<file path="src/rtl/load_store_unit.sv">
// rtl/load_store_unit.sv - byte-addressed load/store front end for a 32-bit word DMem
module load_store_unit #(
    parameter int ADDRESS_WIDTH = 16,
    parameter int DATA_WIDTH    = 32
) (
    input  logic                     Clk,
    input  logic                     Reset_n,
    input  logic                     ReqValid,
    output logic                     ReqReady,
    input  logic                     ReqWrite,
    input  logic [1:0]               ReqSize,
    input  logic                     ReqSigned,
    input  logic [ADDRESS_WIDTH+1:0] ReqAddr,
    input  logic [DATA_WIDTH-1:0]    ReqWData,
    output logic                     RespValid,
    output logic [DATA_WIDTH-1:0]    RespData,
    output logic                     RespError,
    output logic [ADDRESS_WIDTH-1:0] MemAddress,
    output logic [DATA_WIDTH-1:0]    MemWriteData,
    output logic                     MemWrite,
    input  logic [DATA_WIDTH-1:0]    MemData
);

    typedef enum logic [2:0] {IDLE, LOAD, RMW_RD, WRITE, RESP} state_t;

    state_t                   state_q;
    logic                     size_signed_q;
    logic [1:0]               size_q;
    logic [1:0]               lane_q;
    logic [31:0]              wdata_q;
    logic                     resp_valid_q;
    logic                     resp_error_q;
    logic [31:0]              resp_data_q;
    logic [ADDRESS_WIDTH-1:0] mem_address_q;
    logic [31:0]              mem_wdata_q;
    logic                     mem_write_q;

    logic                     req_err;
    logic [4:0]               shamt;
    logic [31:0]              shifted;
    logic [31:0]              lane_mask;
    logic [31:0]              load_d;
    logic [31:0]              merge_d;

    assign ReqReady     = (state_q == IDLE) && Reset_n;
    assign RespValid    = resp_valid_q;
    assign RespError    = resp_error_q;
    assign RespData     = resp_data_q;
    assign MemAddress   = mem_address_q;
    assign MemWriteData = mem_wdata_q;
    assign MemWrite     = mem_write_q;

    assign req_err = (ReqSize == 2'b11)
                  || ((ReqSize == 2'b01) && ReqAddr[0])
                  || ((ReqSize == 2'b10) && (ReqAddr[1:0] != 2'b00));

    // Halfwords are always 2-aligned here, so the byte shift also selects the half lane.
    assign shamt     = {lane_q, 3'b000};
    assign shifted   = MemData >> shamt;
    assign lane_mask = ((size_q == 2'b00) ? 32'h0000_00FF : 32'h0000_FFFF) << shamt;
    assign merge_d   = (MemData & ~lane_mask) | ((wdata_q << shamt) & lane_mask);

    always_comb begin
        load_d = MemData;
        case (size_q)
            2'b00:   load_d = {{24{size_signed_q & shifted[7]}}, shifted[7:0]};
            2'b01:   load_d = {{16{size_signed_q & shifted[15]}}, shifted[15:0]};
            default: load_d = MemData;
        endcase
    end

    always_ff @(posedge Clk) begin
        if (!Reset_n) begin
            state_q       <= IDLE;
            size_signed_q <= 1'b0;
            size_q        <= 2'b00;
            lane_q        <= 2'b00;
            wdata_q       <= 32'h0;
            resp_valid_q  <= 1'b0;
            resp_error_q  <= 1'b0;
            resp_data_q   <= 32'h0;
            mem_address_q <= '0;
            mem_wdata_q   <= 32'h0;
            mem_write_q   <= 1'b0;
        end else begin
            case (state_q)
                IDLE: begin
                    if (ReqValid) begin
                        size_signed_q <= ReqSigned;
                        size_q        <= ReqSize;
                        lane_q        <= ReqAddr[1:0];
                        wdata_q       <= ReqWData;
                        mem_address_q <= ReqAddr[ADDRESS_WIDTH+1:2];
                        resp_data_q   <= 32'h0;
                        resp_error_q  <= 1'b0;
                        if (req_err) begin
                            resp_error_q <= 1'b1;
                            resp_valid_q <= 1'b1;
                            state_q      <= RESP;
                        end else if (!ReqWrite) begin
                            state_q <= LOAD;
                        end else if (ReqSize == 2'b10) begin
                            mem_wdata_q <= ReqWData;
                            mem_write_q <= 1'b1;
                            state_q     <= WRITE;
                        end else begin
                            state_q <= RMW_RD;
                        end
                    end
                end
                LOAD: begin
                    resp_data_q  <= load_d;
                    resp_valid_q <= 1'b1;
                    state_q      <= RESP;
                end
                RMW_RD: begin
                    mem_wdata_q <= merge_d;
                    mem_write_q <= 1'b1;
                    state_q     <= WRITE;
                end
                WRITE: begin
                    mem_write_q  <= 1'b0;
                    resp_valid_q <= 1'b1;
                    state_q      <= RESP;
                end
                RESP: begin
                    resp_valid_q <= 1'b0;
                    resp_error_q <= 1'b0;
                    mem_write_q  <= 1'b0;
                    state_q      <= IDLE;
                end
                default: state_q <= IDLE;
            endcase
        end
    end

endmodule

</file>
<file path="config.mk">
export PLATFORM = sky130hd
export DESIGN_NAME = load_store_unit
export DESIGN_NICKNAME = d
export VERILOG_FILES = /design/src/rtl/load_store_unit.sv
export SDC_FILE = /design/constraint.sdc
export NUM_CORES = 1
export LEC_CHECK = 0
export CAP_MARGIN = 25
export CORE_ASPECT_RATIO = 1.25
export CORE_MARGIN = 10
export CORE_UTILIZATION = 35
export DETAILED_ROUTE_END_ITERATION = 16
export SLEW_MARGIN = 5
export SYNTH_ARGS = -nofsm -noshare
export SYNTH_HDL_FRONTEND = slang
export SYNTH_SLANG_ARGS = --single-unit
</file>
<file path="constraint.sdc">
create_clock -name Clk -period 4.7 [get_ports Clk]
set_clock_uncertainty 0.1 [all_clocks]
set_input_delay 0.94 -clock Clk [delete_from_list [all_inputs] [get_ports Clk]]
set_output_delay 0.94 -clock Clk [all_outputs]
set_load 0.01 [all_outputs]
</file>
==> metrics.yaml, run 1 <==
status: "completed"
gr-usage-all-layers_pct: 18.9
synth-compound-area-share_pct: 32.2
hold_ws_ns: 0.363
post_cts_resized: 0
cts_num_sinks: 107
overflow: 0
cp_data_arrival_time_ns: 2.00
final_util_pct: 48.9
drc: 0
critPathCaptureType: "output port"
rsz0062_at_grt: "no"
worstRegToRegCells: 4
grt_max_degree: 79
setup_ws_ns: 1.66
path_buf_inv: 1
cts_buffers: 9
synth_nets: 713
grt_pass1_vias: 5359
clk_pin_slew_ns: 0.07
viasPerCell: 5.60
crit_type: "reg -> out"
io_pins: 173
period_share_pct: 64.8
ys_top_cells_by_count: "nand2_1, dfxtp_1, o21ai_0, a21boi_0, clkbuf_1"
cp_max_fo: 26
drt_iter0_drc: 358
hpwl_um: 14900
syn_to_final_growth_pct: 38.2
synth_area_per_cell_um2: 8.44
p_leak_nw: 2.51
gp_congestion: 0.892
critPathLaunchType: "flop"
wl_per_cell_um: 20.7
cp_slowest_cell: "dfxtp_1"
dp.cells: 926
yosys.area_share.adder_pct: 0
regToRegStartpoint: "state_q[1]"
row_count: 50
synth-xor-area-share_pct: 0
synth.most_common_cell: "nand2_1"
insertedDiodeCount: 0
slew_viol_final: 0
finalSetupViolations: 0
post-route-min-period_ns: 3.04
irDropWorstVdd_mv: 0.145
synth_top_area_cell: "dfxtp_1"
crit_start: "state_q[1]"
muxShareOfSynthArea_pct: 5.54
layout.cells.non_filler: 942
rr_endpoint: "MemWriteData[11]"
ff2ff_setup_slack_ns: 1.90
clock_latency_ns: 0.35
antenna_found_initial: 0
p_total_mw: 2.19
synth_area_leaders: "dfxtp_1, nand2_1, o21ai_0, a21boi_0, a221o_1"
path_delay_family: "flip-flops"
synth_top_family_by_area: "compound AO/OA/AOI/OAI gates"
cts_tree: "built"
synth_seq_cells: 107
die_w_um: 130
first_pass_iters: 5
finalHoldViolCount: 0
wl_um: 19500
finish.instance_area_um2: 7280
fmax_mhz: 328
postCtsSetupBuffers: 0
ys_types: 53
synthArstFlopShare_pct: 0
fp.dieH_um: 157
start_util_pct: 35.4
min-delay-start: "MemAddress[8]"
crit_path_end: "ReqReady"
fin_setup_tns_ns: 0
critical_path.cell_chain: "nor3_1 -> clkdlybuf4s50_1"
synth_top_cell_area_share_pct: 40.7
seq_area_frac_synth_pct: 40.7
slew_headroom_pct: 30.5
drive_above_1_share_pct: 6.84
syn_inst: 624
portBuffers: 172
ys.flop_type: "dfxtp_1"
critPathRequiredTime_ns: 3.66
fillCellCount: 1482
worst_pin_slew_ns: 1.04
postPlaceCellArea_um2: 6980
synth-simple-area-share_pct: 15.3
hp-class: "reg -> reg"
max_cap_viol_count: 0
yosys_warnings: 0
htree_num_levels: 3
grt_pass1_wl_um: 30100
place_ws_ns: 1.47
root_buffer: "clkbuf_16"
nNetsFinal: 845
synth_edf_count: 0
clk_path_buf_depth: 2
vias: 5277
final_antenna_net_count: 0
netlist_area_um2: 5270
cp.depth: 2
hold_buffers: 0
p_per_area_nw_per_um2: 300
dieArea_um2: 20400
coreArea_um2: 14900
critPathMaxStageDelay_ns: 1.01
==> metal layers <==
metal / global-route usage, % / wire [µm]
met4: 7.83 / 473
met1: 21.9 / 7910
met5: 0 / 0
met2: 31.1 / 9510
met3: 6.16 / 1610
==> kinds of logic after synthesis <==
kind of cell / Yosys count
compound gates: 238
simple gates: 180
flops: 107
buf+inv: 72
mux: 27
==> flip-flops by register name, indices dropped and copies added (netlist names) <==
register / cells
size_signed_q: 1
MemWrite: 1
state_q: 3
lane_q: 2
MemAddress: 16
MemWriteData: 32
RespValid: 1
size_q: 2
wdata_q: 16
RespData: 32
RespError: 1
==> how the worst min path moves through the flow <==
stage,endpoint,depth (start not counted)
2_1_floorplan,wdata_q[14],2
3_3_place_gp,MemAddress[5],2
3_5_place_dp,RespData[9],1
4_1_cts,MemAddress[8],2
5_1_grt,RespData[15],1
6_report,MemAddress[8],2
==> placed cells by master (no fill, tap or decap), types with 12 or more instances in the layout <==
cell type	n
clkdlybuf4s50_1	171
nand2_1	122
dfxtp_1	107
o21ai_0	61
a21boi_0	38
a31oi_1	26
a21oi_1	20
nor2_1	19
o221ai_1	18
a221o_1	17
o2bb2ai_1	15
mux2_2	13
mux2i_1	13
inv_1	12
==> layout make-up <==
class / count / area, µm² / share of cell area [%]
Clock buffer: 11 / 253 / 3.47
Inverter: 13 / 48.8 / 0.671
Timing Repair Buffer: 180 / 1780 / 24.5
Sequential cell: 107 / 2140 / 29.4
Tap cell: 182 / 228 / 3.13
Multi-Input combinational cell: 445 / 2800 / 38.4
Clock inverter: 4 / 26.3 / 0.361
==> where the power goes <==
| group | internal [mW] | switching [mW] |
|---|---|---|
| sequential | 0.957 | 0.0527 |
| clock | 0.385 | 0.337 |
| combinational | 0.221 | 0.232 |
==> tightest hold or removal path: stages (launching register included) <==
cell and delay (ns):
dfxtp_1 0.31, nand2_1 0.04, a21boi_0 0.06
Power figures use the tool's default switching activity.
==> inputs of run 2 (changes only) <==
PLACE_DENSITY = 0.66   (was unset)
clock period = 2.76 ns   (was 4.7 ns; I/O delays follow)
==> run 2 against run 1 <==
Effect of this change: utilization grew 0.73 points; setup slack lost 1.4 ns; first-iteration DRC count grew 28%; flip-flop and latch count is the same; cell count grew 1.3%; clock power grew 84%.
==> metrics.yaml, run 2 (synthesis gave the netlist of run 1 again) <==
cts_buffers: 9
htree_num_levels: 3
die_w_um: 130
fp.dieH_um: 157
overflow: 0
layout_commonest_cell: "clkdlybuf4s50_1"
slew_viol_final: 0
cp_max_fo: 10
rr_endpoint: "RespData[22]"
p_leak_nw: 2.58
critPathMaxStageDelay_ns: 0.59
fmax_mhz: 396
nNetsFinal: 856
wl_um: 19200
clk_path_buf_depth: 2
postCtsSetupBuffers: 0
cts_num_sinks: 107
critPathLaunchType: "flop"
drive_above_1_share_pct: 8.16
vias: 5304
wl_per_cell_um: 20.2
p_total_mw: 3.84
irDropWorstVdd_mv: 0.383
hold_buffers: 0
final_antenna_net_count: 0
status: "completed"
p_per_area_nw_per_um2: 519
start_util_pct: 35.4
finalSetupViolations: 0
fin_setup_tns_ns: 0
wl_met3_um: 1490
drt_iter0_drc: 458
grt_max_degree: 43
hp-class: "reg -> reg"
min_path_cells: 2
final_cell_mix: "clkdlybuf4s50_1, nand2_1, dfxtp_1, o21ai_0, a21boi_0"
rsz0062_at_grt: "no"
gr-usage-all-layers_pct: 18.5
insertedDiodeCount: 0
final_util_pct: 49.6
slew_headroom_pct: 48.9
coreArea_um2: 14900
ff_latch_area_um2: 2140
ff2ff_setup_slack_ns: 0.45
grt_pass1_wl_um: 29800
min-delay-start: "MemAddress[0]"
regToRegStartpoint: "state_q[0]"
clock_latency_ns: 0.36
hpwl_um: 14700
critPathCaptureType: "output port"
grt_pass1_vias: 5303
dieArea_um2: 20400
wl_met1_um: 8140
post_cts_resized: 0
fillCellCount: 1404
row_count: 50
clk_pin_slew_ns: 0.08
top_layer: "met4"
critPathRequiredTime_ns: 2.11
antenna_found_initial: 0
multiInputGateArea_um2: 2800
drc: 0
finalHoldViolCount: 0
gp_congestion: 0.860
root_buffer: "clkbuf_16"
period_share_pct: 91.5
min_to: "MemAddress[0]"
syn_to_final_growth_pct: 40.2
met2_length_um: 9090
viasPerCell: 5.56
hold_ws_ns: 0.362
io_pins: 173
cp_slowest_cell: "clkdlybuf4s50_1"
max_cap_viol_count: 0
portBuffers: 172
cp_data_arrival_time_ns: 1.87
worstRegToRegCells: 3
first_pass_iters: 5
crit_type: "reg -> out"
cts_tree: "built"
worst_pin_slew_ns: 0.766
post-route-min-period_ns: 2.52
critical_path.cell_chain: "inv_1 -> nand2_1 -> nor3_1 -> clkdlybuf4s50_1"
run 2: cell types whose count changed in the layout (fill, tap and decap cells not counted):
cell,previous run,this run
bufinv_16,0,1
clkinv_2,2,1
buf_4,7,18
clkbuf_8,2,0
inv_6,0,1
inv_8,0,1
buf_8,1,0
clkbuf_1,0,1
buf_12,0,1
run 2: cell type report:
class                      count  area share, %
clock inverter                 6          0.966
timing repair buffer         191           25.3
clock buffer                  10           3.10
sequential                   107           29.0
inverter                      13          0.661
tap                          182           3.08
multi-input combinational    445           37.8
run 2: where the power goes:
| part | switching (mW) | internal, mW | total (mW) |
|---|---|---|---|
| clock | 0.620 | 0.714 | 1.33 |
| sequential | 0.0774 | 1.63 | 1.71 |
| combinational | 0.406 | 0.389 | 0.795 |
| total | 1.10 | 2.73 | 3.84 |
run 2: worst max-delay path by stage:
stage / start / end / slack, ns / cells after the start
floorplan: Reset_n / RespData[22] / 0.95 / 6
global placement: ReqSize[0] / MemWriteData[19] / 0.37 / 5
detailed placement: ReqSize[1] / MemWriteData[18] / 0.24 / 5
finish: state_q[2] / ReqReady / 0.24 / 4
CTS: state_q[2] / ReqReady / 0.24 / 4
global route: state_q[2] / ReqReady / 0.16 / 4
run 2: per-layer routing:
layer | global-route usage (%) | up-vias
li1 | - | 2543
met1 | 23.4 | 2505
met2 | 29.4 | 226
met3 | 4.27 | 30
met4 | 7.51 | 0
met5 | 0 | -
run 2: worst max-delay path: cells and delay by family (launching register included):
family	cells	cell delay, ns
buffers and inverters	2	0.78
DFF	1	0.43
and+or+nand+nor	2	0.30
run 2: metrics by stage:
| step | instances | instance area (µm²) | worst slack [ns] |
|---|---|---|---|
| 2_1_floorplan | 624 | 5270 | 0.953 |
| 3_3_place_gp | 938 | 7090 | 0.367 |
| 3_5_place_dp | 938 | 7090 | 0.235 |
| 4_1_cts | 954 | 7390 | 0.238 |
| 5_1_grt | 954 | 7390 | 0.156 |
| 6_report | 954 | 7390 | 0.236 |
==> inputs of run 3 (changes only) <==
CORE_ASPECT_RATIO = unset   (was 1.25)
CORE_UTILIZATION = 42   (was 35)
PLACE_DENSITY = 0.77   (was 0.66)
==> run 3 against run 2 <==
Effect of this change: hold slack about the same; critical endpoint unchanged; design area down 0.27%; total power decreased by 0.58%; maximum frequency is 1.0% higher; global-route usage rose by 2.8 points; critical path type unchanged; highest routed layer unchanged; flip-flop and latch count unchanged; clock-buffer cell count up 3.
==> metrics.yaml, run 3 (synthesis gave the netlist of run 1 again) <==
status: "completed"
clock_latency_ns: 0.35
critPathMaxStageDelay_ns: 0.60
post-route-min-period_ns: 2.50
row_count: 40
die_w_um: 132
grt_pass1_wl_um: 30100
fmax_mhz: 400
fin_setup_tns_ns: 0
cts_tree: "built"
start_util_pct: 43.3
max_cap_viol_count: 0
grt_max_degree: 44
layout_commonest_cell: "clkdlybuf4s50_1"
multiInputGateArea_um2: 2800
p_per_area_nw_per_um2: 518
final_cell_mix: "clkdlybuf4s50_1, nand2_1, dfxtp_1, o21ai_0, a21boi_0"
irDropWorstVdd_mv: 0.329
root_buffer: "clkbuf_16"
critPathCaptureType: "output port"
critPathLaunchType: "flop"
hpwl_um: 15000
worst_pin_slew_ns: 0.771
cp_slowest_cell: "dfxtp_1"
hp-class: "reg -> reg"
antenna_found_initial: 0
rsz0062_at_grt: "no"
viasPerCell: 5.71
first_pass_iters: 8
wl_um: 19300
finalSetupViolations: 0
drive_above_1_share_pct: 8.15
insertedDiodeCount: 0
finish.instance_area_um2: 7370
path_delay_family: "buffers and inverters"
final_antenna_net_count: 0
slew_headroom_pct: 47.9
coreArea_um2: 12200
cts_buffers: 9
post_cts_resized: 0
syn_to_final_growth_pct: 39.9
period_share_pct: 90.5
critPathRequiredTime_ns: 2.11
p_leak_nw: 2.58
fillCellCount: 1046
postPlaceCellArea_um2: 7070
drc: 0
wl_per_cell_um: 20.5
vias: 5375
cp_max_fo: 10
overflow: 0
io_pins: 173
hold_buffers: 0
ff_latch_area_um2: 2140
finalHoldViolCount: 0
grt_pass1_vias: 5325
critical_path.cell_chain: "inv_1 -> nand2_1 -> nor3_1 -> clkdlybuf4s50_1"
nNetsFinal: 858
fp.dieH_um: 132
gp_congestion: 0.912
path_buf_inv: 2
dieArea_um2: 17400
cp_data_arrival_time_ns: 1.85
crit_type: "reg -> out"
clk_pin_slew_ns: 0.07
drt_iter0_drc: 539
htree_num_levels: 3
cts_num_sinks: 107
postCtsSetupBuffers: 0
gr-usage-all-layers_pct: 21.3
slew_viol_final: 0
portBuffers: 172
clk_path_buf_depth: 2
-- run 3: cell types whose count changed in the layout (fill, tap and decap cells not counted) --
cell | before | now
clkinv_4 | 1 | 0
clkbuf_1 | 1 | 2
inv_8 | 1 | 0
clkinvlp_4 | 1 | 0
buf_12 | 1 | 0
inv_6 | 1 | 0
buf_4 | 18 | 21
clkbuf_8 | 0 | 2
-- run 3: layer usage --
metal,vias to the layer above,wire [µm],GRT usage [%]
met5,-,0,0
met4,0,414,6.37
met3,33,2050,7.70
met2,275,8490,33.5
met1,2511,8300,26.4
li1,2556,-,-
-- run 3: area by class of cell --
| cell class | count | area share (%) |
|---|---|---|
| clock inverter | 2 | 0.476 |
| clock buffer | 13 | 3.53 |
| timing repair buffer | 193 | 25.4 |
| tap | 168 | 2.85 |
| inverter | 13 | 0.662 |
| sequential | 107 | 29.1 |
| multi-input combinational | 445 | 37.9 |
-- run 3: metrics by stage --
stage / setup WS, ns / hold slack, ns / utilization [%] / instances / power [mW]
floorplan: 0.953 / 0.354 / - / 624 / 2.13
global placement: 0.404 / 0.349 / 58.1 / 926 / 2.52
detailed placement: 0.348 / 0.354 / 58.1 / 926 / 2.53
CTS: 0.282 / 0.366 / 60.6 / 941 / 3.83
global route: 0.144 / 0.382 / 60.6 / 941 / 3.97
finish: 0.261 / 0.362 / 60.6 / 941 / 3.81
-- run 3: report_power, final --
| part | switching, mW | internal [mW] | leakage [nW] |
|---|---|---|---|
| Combinational | 0.406 | 0.388 | 1.56 |
| Clock | 0.560 | 0.748 | 0.146 |
| Sequential | 0.0819 | 1.63 | 0.871 |
-- run 3: tightest hold or removal path, cell delays in order (launching register included) --
cell,delay (ns)
dfxtp_1,0.31
nand2_1,0.05
a21boi_0,0.06
-- run 3: path summary, 6_finish.rpt --
check | startpoint | end | slack [ns] | cells past startpoint
max reg2reg | size_q[0] | MemWriteData[21] | 0.54 | 4
min | MemAddress[13] | MemAddress[13] | 0.36 | 2
max | state_q[2] | ReqReady | 0.26 | 4
min reg2reg | MemAddress[13] | MemAddress[13] | 0.36 | 2
